### src/rtl/sha256_pkg.sv
// sha256_pkg: shared state type, block constants and last-word padding helper for the SHA-256 message padder
package sha256_pkg;
  typedef enum logic [1:0] {FILL, PAD, LEN, ISSUE} state_t;
  localparam logic [4:0] BLOCK_WORDS = 5'd16;
  localparam logic [4:0] LEN_WORD_IDX = 5'd14;
  localparam logic [7:0] PAD_BYTE = 8'h80;
  function automatic logic [31:0] pad_last_word(input logic [31:0] data, input logic [2:0] nbytes);
    logic [2:0] n;
    logic [5:0] sh;
    n = nbytes > 3'd4 ? 3'd4 : nbytes;
    sh = {n, 3'b000};
    return n == 3'd4 ? data : (data & ~(32'hffff_ffff >> sh)) | ({PAD_BYTE, 24'h0} >> sh);
  endfunction
endpackage

### src/rtl/sha256_msg_padder.sv
// sha256_msg_padder: FIPS 180-4 message padder feeding 512-bit blocks to the SHA-256 core; SHA256_PAD_BLKCNT_EN adds blk_count
module sha256_msg_padder
  import sha256_pkg::*;
(
  input  logic         clk,
  input  logic         rst,
  input  logic [31:0]  in_data,
  input  logic         in_valid,
  input  logic         in_last,
  input  logic [2:0]   in_bytes,
  output logic         in_ready,
  input  logic         core_ready,
  output logic         next,
  output logic [511:0] block,
  output logic         first_block,
`ifdef SHA256_PAD_BLKCNT_EN
  output logic [31:0]  blk_count,
`endif
  output logic         msg_done
);
  state_t state, state_n, ret, ret_n;
  logic [31:0] mem [BLOCK_WORDS];
  logic [4:0] widx, widx_n;
  logic [63:0] bitlen, bitlen_n;
  logic pad_pending, pad_pending_n, fin, fin_n, first, first_n;
  logic we;
  logic [31:0] wdata;
  logic [2:0] nb;
  always_comb begin
    nb = in_bytes > 3'd4 ? 3'd4 : in_bytes;
    in_ready = state == FILL && !rst;
    next = state == ISSUE && core_ready && !rst;
    first_block = next && first;
    msg_done = next && fin;
    state_n = state;
    ret_n = ret;
    widx_n = widx;
    bitlen_n = bitlen;
    pad_pending_n = pad_pending;
    fin_n = fin;
    first_n = first;
    we = 1'b0;
    wdata = '0;
    case (state)
      FILL: if (in_valid) begin
        we = 1'b1;
        widx_n = widx + 5'd1;
        wdata = in_last ? pad_last_word(in_data, in_bytes) : in_data;
        bitlen_n = bitlen + (in_last ? {58'b0, nb, 3'b000} : 64'd32);
        pad_pending_n = in_last && nb == 3'd4;
        if (in_last) state_n = PAD;
        else if (widx_n == BLOCK_WORDS) begin
          ret_n = FILL;
          state_n = ISSUE;
        end
      end
      PAD: begin
        // a full buffer (widx 16) must be issued before the pending 0x80 word can land
        we = widx != BLOCK_WORDS && (pad_pending || widx != LEN_WORD_IDX);
        wdata = pad_pending ? {PAD_BYTE, 24'h0} : '0;
        if (we) begin
          widx_n = widx + 5'd1;
          pad_pending_n = 1'b0;
        end
        state_n = widx_n == LEN_WORD_IDX ? LEN : widx_n == BLOCK_WORDS ? ISSUE : PAD;
        ret_n = widx_n == BLOCK_WORDS ? PAD : ret;
      end
      LEN: begin
        we = 1'b1;
        wdata = widx == LEN_WORD_IDX ? bitlen[63:32] : bitlen[31:0];
        widx_n = widx + 5'd1;
        if (widx != LEN_WORD_IDX) begin
          fin_n = 1'b1;
          ret_n = FILL;
          state_n = ISSUE;
        end
      end
      ISSUE: if (core_ready) begin
        widx_n = '0;
        first_n = fin;
        state_n = ret;
        fin_n = 1'b0;
        bitlen_n = fin ? '0 : bitlen;
      end
    endcase
  end
  always_ff @(posedge clk) begin
    if (rst) begin
      state <= FILL;
      ret <= FILL;
      widx <= '0;
      bitlen <= '0;
      pad_pending <= 1'b0;
      fin <= 1'b0;
      first <= 1'b1;
      for (int i = 0; i < 16; i++) mem[i] <= '0;
    end else begin
      state <= state_n;
      ret <= ret_n;
      widx <= widx_n;
      bitlen <= bitlen_n;
      pad_pending <= pad_pending_n;
      fin <= fin_n;
      first <= first_n;
      if (we) mem[widx[3:0]] <= wdata;
    end
  end
  for (genvar i = 0; i < 16; i++) begin : g_blk
    assign block[511-32*i -: 32] = mem[i];
  end
`ifdef SHA256_PAD_BLKCNT_EN
  always_ff @(posedge clk) begin
    if (rst) blk_count <= '0;
    else if (next) blk_count <= blk_count + 32'd1;
  end
`endif
endmodule

### config.mk
export PLATFORM = sky130hd
export DESIGN_NAME = sha256_msg_padder
export DESIGN_NICKNAME = d
export VERILOG_FILES = /design/src/rtl/sha256_pkg.sv /design/src/rtl/sha256_msg_padder.sv
export SDC_FILE = /design/constraint.sdc
export NUM_CORES = 1
export LEC_CHECK = 0
export BUFFER_PORTS_ARGS = -buffer_cell sky130_fd_sc_hd__buf_4
export CORE_AREA = 2 2 258 260
export DETAILED_ROUTE_END_ITERATION = 6
export DIE_AREA = 0 0 260 262
export PLACE_DENSITY = 0.53
export SYNTH_ARGS = -nofsm -noshare
export SYNTH_HDL_FRONTEND = slang
export SYNTH_SLANG_ARGS = --single-unit
### constraint.sdc
create_clock -name clk -period 5.7 [get_ports clk]
set_input_delay 0.285 -clock clk [delete_from_list [all_inputs] [get_ports clk]]
set_output_delay 0.285 -clock clk [all_outputs]
set_load 0.005 [all_outputs]
==> summary.txt, run 1 <==
Run status
  – Outcome: complete, no violations

Synthesis
  – Syn Inst Count: 1683
  – Mapped Area: 22600 um^2
  – Yosys reg bits: 584
  – EDFF count, synth: 512
  – Top FF cell, synth: edfxtp_1
  – Async set or reset register ratio after synthesis: 0%
  – Warnings from Yosys: 0
  – Sequential fraction of the synthesis area: 74.4%
  – Net Count, Synth: 1732
  – Avg Synthesized Cell Area: 13.4 um^2
  – Count of cell types in the netlist: 65

Route
  – Initial detailed-routing violation count: 1443
  – WL final: 79700 um
  – Routed vias: 15794
  – DRT Pass-1 Iters: 5
  – Met2 wire length: 38500 um
  – DRT met1 WL: 33200 um
  – Wire per inst: 25.3 um
  – WL met3: 6290 um
  – Uppermost routed layer: met4
  – Drt drc: 0
  – Vias/cell: 5.02
  – DRT antenna net count: 0

Timing
  – Tcrit/Tclk final: 76.0%
  – Max-slew violation count: 0
  – Final hold vios: 0
  – Rel. slew slack: 28.4%
  – Worst Max-Slew Pin Slew: 1.07 ns
  – Setup violators final: 0
  – Post-layout min period: 4.33 ns
  – Peak Freq: 231 MHz
  – Clk_skew: 0.0150 ns
  – Unrepaired setup endpoints after global routing: false
  – Final setup TNS: 0 ns

Cells and area
  – Final nets: 2283
  – Fill cell count: 5886
  – Commonest non-fill, non-tap cell in the layout: buf_4
  – Final Core Density: 45.5%
  – Leading cell types in the layout, fill and taps excluded: 595 x buf_4, 589 x nor2_1, 512 x edfxtp_1, 72 x dfxtp_1, 60 x clkbuf_16
  – Area Overhead vs Synth: 31.2%
  – Layout cells sized above 1: 33.3%

Critical path
  – R2R Path End: mem[0][19]$_SDFFCE_PN0P_
  – Critical Path End Type: register
  – Critical path cell sequence: inv_1 > ha_1 > and2_1 > o2bb2ai_1 > nor2_1 > o21ba_2 > nand3_4 > nand2b_2
  – CP max-delay cell: nand2b_2
  – CP arrival: 4.58 ns
  – Critical path required time: 5.95 ns
  – Max Fanout on Critical Path: 33
  – Worst r2r src: widx[0]$_SDFFE_PP0P_
  – Worst reg-to-reg path cell count: 8
  – Reg2reg setup slack: 1.37 ns
  – CP Launch Type: register
  – Slowest stage delay, CP: 0.86 ns
  – Worst Setup Path Type: register to register

Power
  – Tot Pwr: 9.99 mW
  – LEAKAGE: 11.1 nW
  – P per Cell Area: 337 nW/um^2
  – Worst IR drop on VDD: 0.237 mV

Global routing
  – Initial antenna violation count: 1
  – Largest net degree at the start of global routing: 60
  – GRT Util Overall: 22.5%
  – Gr ovfl total: 0
  – Vias in the first global route: 15227
  – First-pass GRT wire length: 110000 um

Floorplanning
  – I/O Pins: 556
  – Die H: 262 um
  – Core area: 65300 um^2
  – Die ar.: 68100 um^2
  – Num rows: 94
  – Die W: 260 um
  – Initial Util: 34.6%

CTS
  – Cts bufs inserted: 60
  – TritonCTS clock tree: built
  – CTS Sinks: 584
  – Clock transition at the registers of the reported paths: 0.06 ns
  – Worst skew pair latency: 0.63 ns
  – H-tree depth: 2
  – Clock buffer depth: 3
  – Clock root cell: clkbuf_16
  – Post-CTS resize count: 0

Placed design
  – I/O Buffers: 555
  – Routability cong.: 0.834
  – Post-DP HPWL: 55900 um

Worst hold path
  – HP Class: input pin to register
  – Worst hold path depth: 2
  – Hold Path End: fin$_SDFFE_PP0P_
  – Hold path start: rst

Run
  – Max-cap violations: 0
## cells by family after synthesis
kind of cell,count (synthesis),synth area share (%)
compound gates,118,3.64
xor+xnor,52,2.01
fa+ha+maj,9,0.531
buf+inv,128,3.59
flops,584,74.4
mux,1,0.0443
simple gates,791,15.8
## synthesized netlist by cell type (10+ instances only)
master	instances	area, um^2
nor3_1	12	60.1
o21ai_0	16	80.1
nand3_1	33	165
a21oi_1	42	210
buf_2	37	185
nor2_1	589	2210
nand3_4	10	175
nand2_1	34	128
clkbuf_1	30	113
nand4_1	27	169
xnor2_1	29	254
edfxtp_1	512	15400
a22o_1	17	149
dfxtp_1	72	1440
nand2b_1	18	113
buf_6	34	383
and2_1	10	62.6
inv_1	17	63.8
xor2_1	23	201
## worst max path at each step
stage,slack (ns),endpoint,start,cells past startpoint
6_report,1.37,mem[0][19]$_SDFFCE_PN0P_,widx[0]$_SDFFE_PP0P_,8
3_5_place_dp,1.40,mem[0][29]$_SDFFCE_PN0P_,widx[0]$_SDFFE_PP0P_,8
5_1_grt,1.07,mem[0][19]$_SDFFCE_PN0P_,widx[0]$_SDFFE_PP0P_,8
2_1_floorplan,2.27,mem[11][0]$_SDFFCE_PN0P_,widx[0]$_SDFFE_PP0P_,11
3_3_place_gp,1.58,mem[0][19]$_SDFFCE_PN0P_,widx[0]$_SDFFE_PP0P_,8
4_1_cts,1.39,mem[0][19]$_SDFFCE_PN0P_,widx[0]$_SDFFE_PP0P_,8
## routing by layer
layer,vias up,track usage [%]
met5,-,0
met4,0,5.12
met3,100,4.36
met2,739,37.5
met1,7939,30.3
li1,7016,-
## through the flow
step	std cells	hold slack (ns)	worst slack, ns	area [um^2]
floorplan	1683	0.418	2.27	22600
global placement	3031	0.433	1.58	27600
detailed placement	3031	0.439	1.40	27600
CTS	3147	0.0406	1.39	29700
global route	3147	0.0745	1.07	29700
finish	3148	0.0625	1.37	29700
## repair_timing
item / in CTS / in global routing
hold endpoints to repair: 11 / 0
setup buffers: 0 / 0
hold buffers: 5 / 0
## state kept, by name (all words and copies together) (netlist names)
register,flops
mem,512
bitlen,61
widx,5
state,2
fin,1
first,1
pad_pending,1
ret,1
## area by class of cell
| class | count | area [um^2] | area share (%) |
|---|---|---|---|
| diodes | 1 | 2.50 | 0.00843 |
| clock buffers | 70 | 1540 | 5.19 |
| clock inverters | 41 | 487 | 1.64 |
| inverters | 17 | 63.8 | 0.215 |
| multi-input cells | 971 | 5170 | 17.4 |
| flip-flops and latches | 584 | 16800 | 56.7 |
| well taps | 864 | 1080 | 3.64 |
| repair buffers | 600 | 4520 | 15.2 |
## report_power, final
group          switching (mW)  internal (mW)
Combinational           0.623          0.336
Sequential              0.132           4.85
Clock                    1.69           2.35
## worst max-delay path, delay by kind of cell, from the launching register on
| family | cells | cell delay (ns) |
|---|---|---|
| flops | 1 | 0.56 |
| compound gates | 2 | 0.90 |
| buf+inv | 1 | 0.17 |
| fa+ha+maj | 1 | 0.43 |
| simple gates | 4 | 1.83 |
(Power assumes the default switching activity.)
==> run 2, diff against run 1 <==
ABC_AREA = 1   (was default)
CORE_AREA = 2 2 261 263   (was 2 2 258 260)
DIE_AREA = 0 0 263 265   (was 0 0 260 262)
clock period = 4.1 ns   (was 5.7 ns; I/O delays follow)
==> run 2 against run 1 <==
  * Via count rose by 14%
  * Largest cell class unchanged
  * Clock skew increased by 0.0087 ns
  * Non-clock buffer count increased by 20
  * Critical endpoint is now mem[12][7]$_SDFFCE_PN0P_
==> summary.txt, run 2 <==
Run status
  – Outcome: complete, no violations

Synthesis
  – Mapped Area: 23200 um^2
  – EDFF count, synth: 512
  – Async set or reset register ratio after synthesis: 0%
  – Post-synth top area share: 66.2%
  – Synth cell count leaders: 649 x nor2_1, 512 x edfxtp_1, 233 x nand2_1, 132 x inv_1
  – Synth area leaders: edfxtp_1 66%, nor2_1 10%, dfxtp_1 6.2%
  – Sequential fraction of the synthesis area: 72.4%
  – Avg Synthesized Cell Area: 11.5 um^2
  – Count of cell types in the netlist: 47
  – Net Count, Synth: 2076
  – Syn Inst Count: 2027
  – Yosys reg bits: 584
  – Warnings from Yosys: 0
  – Top FF cell, synth: edfxtp_1
  – Most frequent cell after synthesis: nor2_1
  – Cell taking the most area after synthesis: edfxtp_1

Critical path
  – Critical path required time: 4.39 ns
  – Critical Path End Type: register
  – CP Launch Type: register
  – Worst r2r src: widx[0]$_SDFFE_PP0P_
  – CP arrival: 3.54 ns
  – Worst Setup Path Type: register to register
  – Max Fanout on Critical Path: 17
  – Critical path origin: widx[0]$_SDFFE_PP0P_

Global routing
  – Gr ovfl total: 0
  – GRT Util Overall: 25.6%
  – Vias in the first global route: 17146
  – Largest net degree at the start of global routing: 38
  – Initial antenna violation count: 2
  – First-pass GRT wire length: 128000 um

Timing
  – Post-layout min period: 3.25 ns
  – Unrepaired setup endpoints after global routing: false
  – Final hold vios: 0
  – Final setup TNS: 0 ns
  – Clk_skew: 0.0237 ns
  – Max-slew violation count: 0
  – Worst Max-Slew Pin Slew: 1.44 ns
  – WHS: 0.0598 ns
  – Tcrit/Tclk final: 79.2%
  – Setup ws final: 0.853 ns
  – Setup violators final: 0
  – Peak Freq: 308 MHz
  – Rel. slew slack: 4.15%

Cells and area
  – Area Overhead vs Synth: 32.1%
  – Biggest register: mem
  – Multi-input logic area: 5450 um^2
  – Fill cell count: 6192
  – Max FFs per register: 512
  – Post-Layout Inst Area: 30700 um^2
  – Layout cells sized above 1: 29.2%
  – Top Registers: mem (512), bitlen (61), widx (5)
  – Commonest non-fill, non-tap cell in the layout: nor2_1
  – Leading cell types in the layout, fill and taps excluded: 649 x nor2_1, 616 x buf_4, 512 x edfxtp_1, 223 x nand2_1, 132 x inv_1
  – Final nets: 2666
  – Register Area: 16800 um^2

CTS
  – Cts bufs inserted: 67
  – TritonCTS clock tree: built
  – Post-CTS resize count: 0
  – H-tree depth: 3
  – Post-CTS setup buffer count: 0
  – Clock transition at the registers of the reported paths: 0.06 ns
  – CTS hold repair buffers: 3
  – CTS Sinks: 584
  – Worst skew pair latency: 0.60 ns
  – Clock root cell: clkbuf_16
  – Clock buffer depth: 3

Placed design
  – I/O Buffers: 555
  – Post-DP HPWL: 66400 um
  – Post-Place Cell Area: 28500 um^2
  – Dpl ws: 0.904 ns
  – Routability cong.: 0.950

Floorplanning
  – Die H: 265 um
  – I/O Pins: 556
  – Initial Util: 34.7%
  – Die ar.: 69700 um^2
  – Num rows: 95
  – Die W: 263 um
  – Core area: 66800 um^2

Run
  – Max-cap violations: 0

Route
  – Drt drc: 0
  – Wire per inst: 25.7 um
  – Vias/cell: 5.07
  – DRT antenna net count: 0
  – Initial detailed-routing violation count: 1848
  – DRT Pass-1 Iters: 5
  – Routed vias: 17956
  – WL final: 91100 um

Worst hold path
  – Hold path start: rst
  – HP Class: input pin to register

Power
  – Tot Pwr: 14.3 mW
  – P per Cell Area: 468 nW/um^2
  – Worst IR drop on VDD: 0.280 mV
  – LEAKAGE: 11.8 nW
## run 2: cell types whose count changed after synthesis, moves of 23 or more
cell,previous run,this run
nand2_1,34,233
inv_1,17,132
nor2_1,589,649
buf_2,37,72
buf_6,34,1
xnor2_1,29,0
nor3_1,12,37
xor2_1,23,0
## run 2: cell families (layout without fill, tap and decap cells)
kind of cell	after synthesis	count (layout)	share of synthesized area, %
compound gates	153	153	4.44
fa+ha+maj	9	9	0.518
buf+inv	239	879	4.34
flops	584	584	72.4
other cells	0	2	0
simple gates	1042	1042	18.3
## run 2: metal layers
layer	track usage, %	up-vias	wire length [um]
li1	-	8028	-
met1	32.5	8943	36100
met2	43.8	862	45400
met3	5.54	123	7230
met4	7.83	0	2440
met5	0	-	0
## run 2: worst max-delay path: stages (launching register included)
cell and delay [ns]:
dfxtp_1 0.37, inv_1 0.16, ha_1 0.17, inv_1 0.05, nor2_1 0.18, nand2_2 0.16
nand2_4 0.24, inv_2 0.28, a221oi_4 1.21, nor2_1 0.11
## run 2: final cells by class
cell class	instances	share of cell area (%)
clock inverter	37	1.02
clock buffer	82	5.79
antenna	2	0.0163
tap	873	3.56
timing repair buffer	620	15.2
sequential	584	54.9
multi-input combinational	1204	17.8
inverter	140	1.72
## run 2: power breakdown
part / switching [mW] / internal (mW) / total (mW)
Sequential: 0.137 / 6.77 / 6.90
Combinational: 1.14 / 0.530 / 1.67
Clock: 2.42 / 3.34 / 5.77
Total: 3.70 / 10.6 / 14.3
## run 2: metrics by stage
stage,instances,utilization (%)
after floorplan,2027,-
after global placement,3418,42.7
after detailed placement,3418,42.7
after CTS,3540,45.9
after global routing,3542,45.9
final,3542,45.9
## run 2: path summary, 6_finish.rpt
kind / to / slack [ns] / cells past startpoint
max reg2reg: mem[12][7]$_SDFFCE_PN0P_ / 0.85 / 9
max: mem[12][7]$_SDFFCE_PN0P_ / 0.85 / 9
min: bitlen[63]$_SDFFE_PP0P_ / 0.06 / 2
min reg2reg: fin$_SDFFE_PP0P_ / 0.48 / 2
==> run 3, diff against run 2 <==
ABC_AREA = 0   (was 1)
CORE_AREA = 2 2 258 260   (was 2 2 261 263)
DIE_AREA = 0 0 260 262   (was 0 0 263 265)
PLACE_DENSITY = 0.55   (was 0.53)
clock period = 2.75 ns   (was 4.1 ns; I/O delays follow)
==> run 3 against run 2 <==
  * The run now ends with negative hold slack left
  * First-iteration DRC count is 21% lower
  * Sequential share of layout area is 0.66 points lower
  * Worst setup slack worse by 0.75 ns
  * Flip-flop and latch count stayed put
  * Non-clock buffer count is 59 higher
  * Via count is 10% lower
  * Worst hold slack worse by 0.065 ns
==> summary.txt, run 3 (synthesis gave the netlist of run 1 again) <==
Run status
  – Outcome: complete, but fails checks
  – Failing checks: negative hold slack

Cells and area
  – Final Core Density: 47.5%
  – Non-filler instance count after layout: 3227
  – Top Registers: mem (512), bitlen (61), widx (5)
  – Area Overhead vs Synth: 37.2%
  – Layout cells sized above 1: 35.7%
  – Commonest non-fill, non-tap cell in the layout: buf_4
  – Multi-input logic area: 5280 um^2
  – Antenna Cells: 0
  – Leading cell types in the layout, fill and taps excluded: 633 x buf_4, 589 x nor2_1, 512 x edfxtp_1, 72 x dfxtp_1, 66 x clkbuf_16
  – Biggest register: mem
  – Fill cell count: 5807
  – Max FFs per register: 512
  – Register Area: 16800 um^2
  – Final nets: 2368

Placed design
  – Routability cong.: 0.895
  – Dpl cells: 3106
  – I/O Buffers: 555
  – Post-DP HPWL: 56200 um

Global routing
  – Gr ovfl total: 0
  – Largest net degree at the start of global routing: 35
  – GRT Util Overall: 22.5%
  – First-pass GRT wire length: 111000 um
  – Vias in the first global route: 15546
  – Initial antenna violation count: 1

Timing
  – Final hold vios: 5
  – Peak Freq: 378 MHz
  – Tcrit/Tclk final: 96.1%
  – Worst Max-Slew Pin Slew: 1.11 ns
  – Post-layout min period: 2.64 ns
  – WHS: -0.00546 ns
  – Unrepaired setup endpoints after global routing: false
  – Setup violators final: 0
  – Rel. slew slack: 25.9%
  – Final setup TNS: 0 ns
  – Max-slew violation count: 0
  – Clk_skew: 0.0330 ns

Route
  – Drt drc: 0
  – Routed vias: 16133
  – Vias/cell: 5.00
  – DRT Pass-1 Iters: 5
  – WL final: 79400 um
  – DRT antenna net count: 0
  – Wire per inst: 24.6 um
  – Initial detailed-routing violation count: 1463

Critical path
  – Worst Setup Path Type: register to register
  – WP buf/inv: 3
  – CP arrival: 2.97 ns
  – Worst r2r src: widx[0]$_SDFFE_PP0P_
  – Critical path origin: widx[0]$_SDFFE_PP0P_
  – Critical path cell sequence: inv_1 > ha_1 > nand4b_4 > o2bb2ai_1 > nor2_1 > o21ba_2 > buf_12 > nand3_4 > buf_4 > nor2_1
  – Most used cell, CP: nor2_1
  – CP max-delay cell: buf_4
  – CP Launch Type: register
  – Critical path required time: 3.07 ns
  – Max Fanout on Critical Path: 32
  – Slowest stage delay, CP: 0.36 ns
  – Critical Path End Type: register
  – CP delay by family, top: buffers and inverters

Floorplanning
  – Die ar.: 68100 um^2
  – Initial Util: 34.6%
  – Die W: 260 um
  – Die H: 262 um
  – I/O Pins: 556
  – Core area: 65300 um^2
  – Num rows: 94

CTS
  – CTS Sinks: 584
  – Clock root cell: clkbuf_16
  – Worst skew pair latency: 0.63 ns
  – H-tree depth: 3
  – Clock buffer depth: 3
  – Clock transition at the registers of the reported paths: 0.06 ns
  – Cts bufs inserted: 66
  – TritonCTS clock tree: built

Power
  – Tot Pwr: 21.4 mW
  – Switching portion of total power: 24.8%
  – LEAKAGE: 11.9 nW
  – Net switching power: 5.33 mW
  – Cell-internal power: 16.1 mW
  – Worst IR drop on VDD: 0.560 mV
  – P per Cell Area: 691 nW/um^2
  – Comb power frac: 10.9%
  – Sequential share of power: 47.6%
  – Clock share of power: 41.5%

Worst hold path
  – HP Class: input pin to register
  – Hold path start: in_data[29]

Run
  – Max-cap violations: 0
run 3: changes by cell type in the layout (fill, tap and decap cells not counted), sizes merged, moves of 17 or more:
cell,change
a21oi,-30
a22o,+17
buf,+56
inv,-124
nand2,-204
nand2b,+18
nor2,-67
nor3,-20
o22ai,-17
xnor2,+29
xor2,+23
run 3: path summary, 6_finish.rpt:
path,slack [ns],cells past startpoint,end
min reg2reg,0.45,1,first$_SDFFE_PP1P_
max,0.11,10,mem[4][24]$_SDFFCE_PN0P_
max reg2reg,0.11,10,mem[4][24]$_SDFFCE_PN0P_
min,-0.005,3,mem[5][29]$_SDFFCE_PN0P_
run 3: timing repair:
| action | in CTS | in global routing |
|---|---|---|
| gates resized for setup | 1 | 8 |
| hold buffers | 6 | 0 |
| gates cloned | 0 | 0 |
| setup buffers | 3 | 0 |
| pin swaps | 2 | 0 |
| setup endpoints to repair | 42 | 91 |
| endpoints found under the hold margin | 17 | 0 |
run 3: area by class of cell:
type / count / area share (%)
Clock buffer: 75 / 5.43
Timing Repair Buffer: 679 / 18.0
Sequential cell: 584 / 54.2
Multi-Input combinational cell: 971 / 17.0
Tap cell: 864 / 3.48
Inverter: 17 / 0.206
Clock inverter: 37 / 1.63
run 3: metrics by stage:
stage | hold slack [ns] | cell area [um^2] | setup WS [ns]
finish | -0.00546 | 31000 | 0.107
global route | -0.00794 | 31000 | 0.00521
CTS | 0.00441 | 31000 | 0.0200
detailed placement | 0.435 | 28700 | -0.105
global placement | 0.433 | 28700 | -0.127
floorplan | 0.316 | 22700 | 0.0106
run 3: routing by layer:
| metal | GRT usage, % | wire length, um |
|---|---|---|
| met5 | 0 | 0 |
| met4 | 4.92 | 1310 |
| met3 | 5.26 | 6600 |
| met2 | 37.7 | 38800 |
| met1 | 29.8 | 32600 |
run 3: tightest hold or removal path, stage by stage:
cell,delay [ns]
buf_4,0.11
a21oi_4,0.14
nor2_1,0.10
run 3: power by group through the flow:
stage          logic [mW]  registers (mW)  clock network, mW
6_report             2.33            10.2               8.90
5_1_grt              2.47            10.2               9.38
4_1_cts              2.35            10.2               9.04
3_5_place_dp         2.33            10.4                  0
3_3_place_gp         2.32            10.4                  0
2_1_floorplan       0.827            10.4                  0
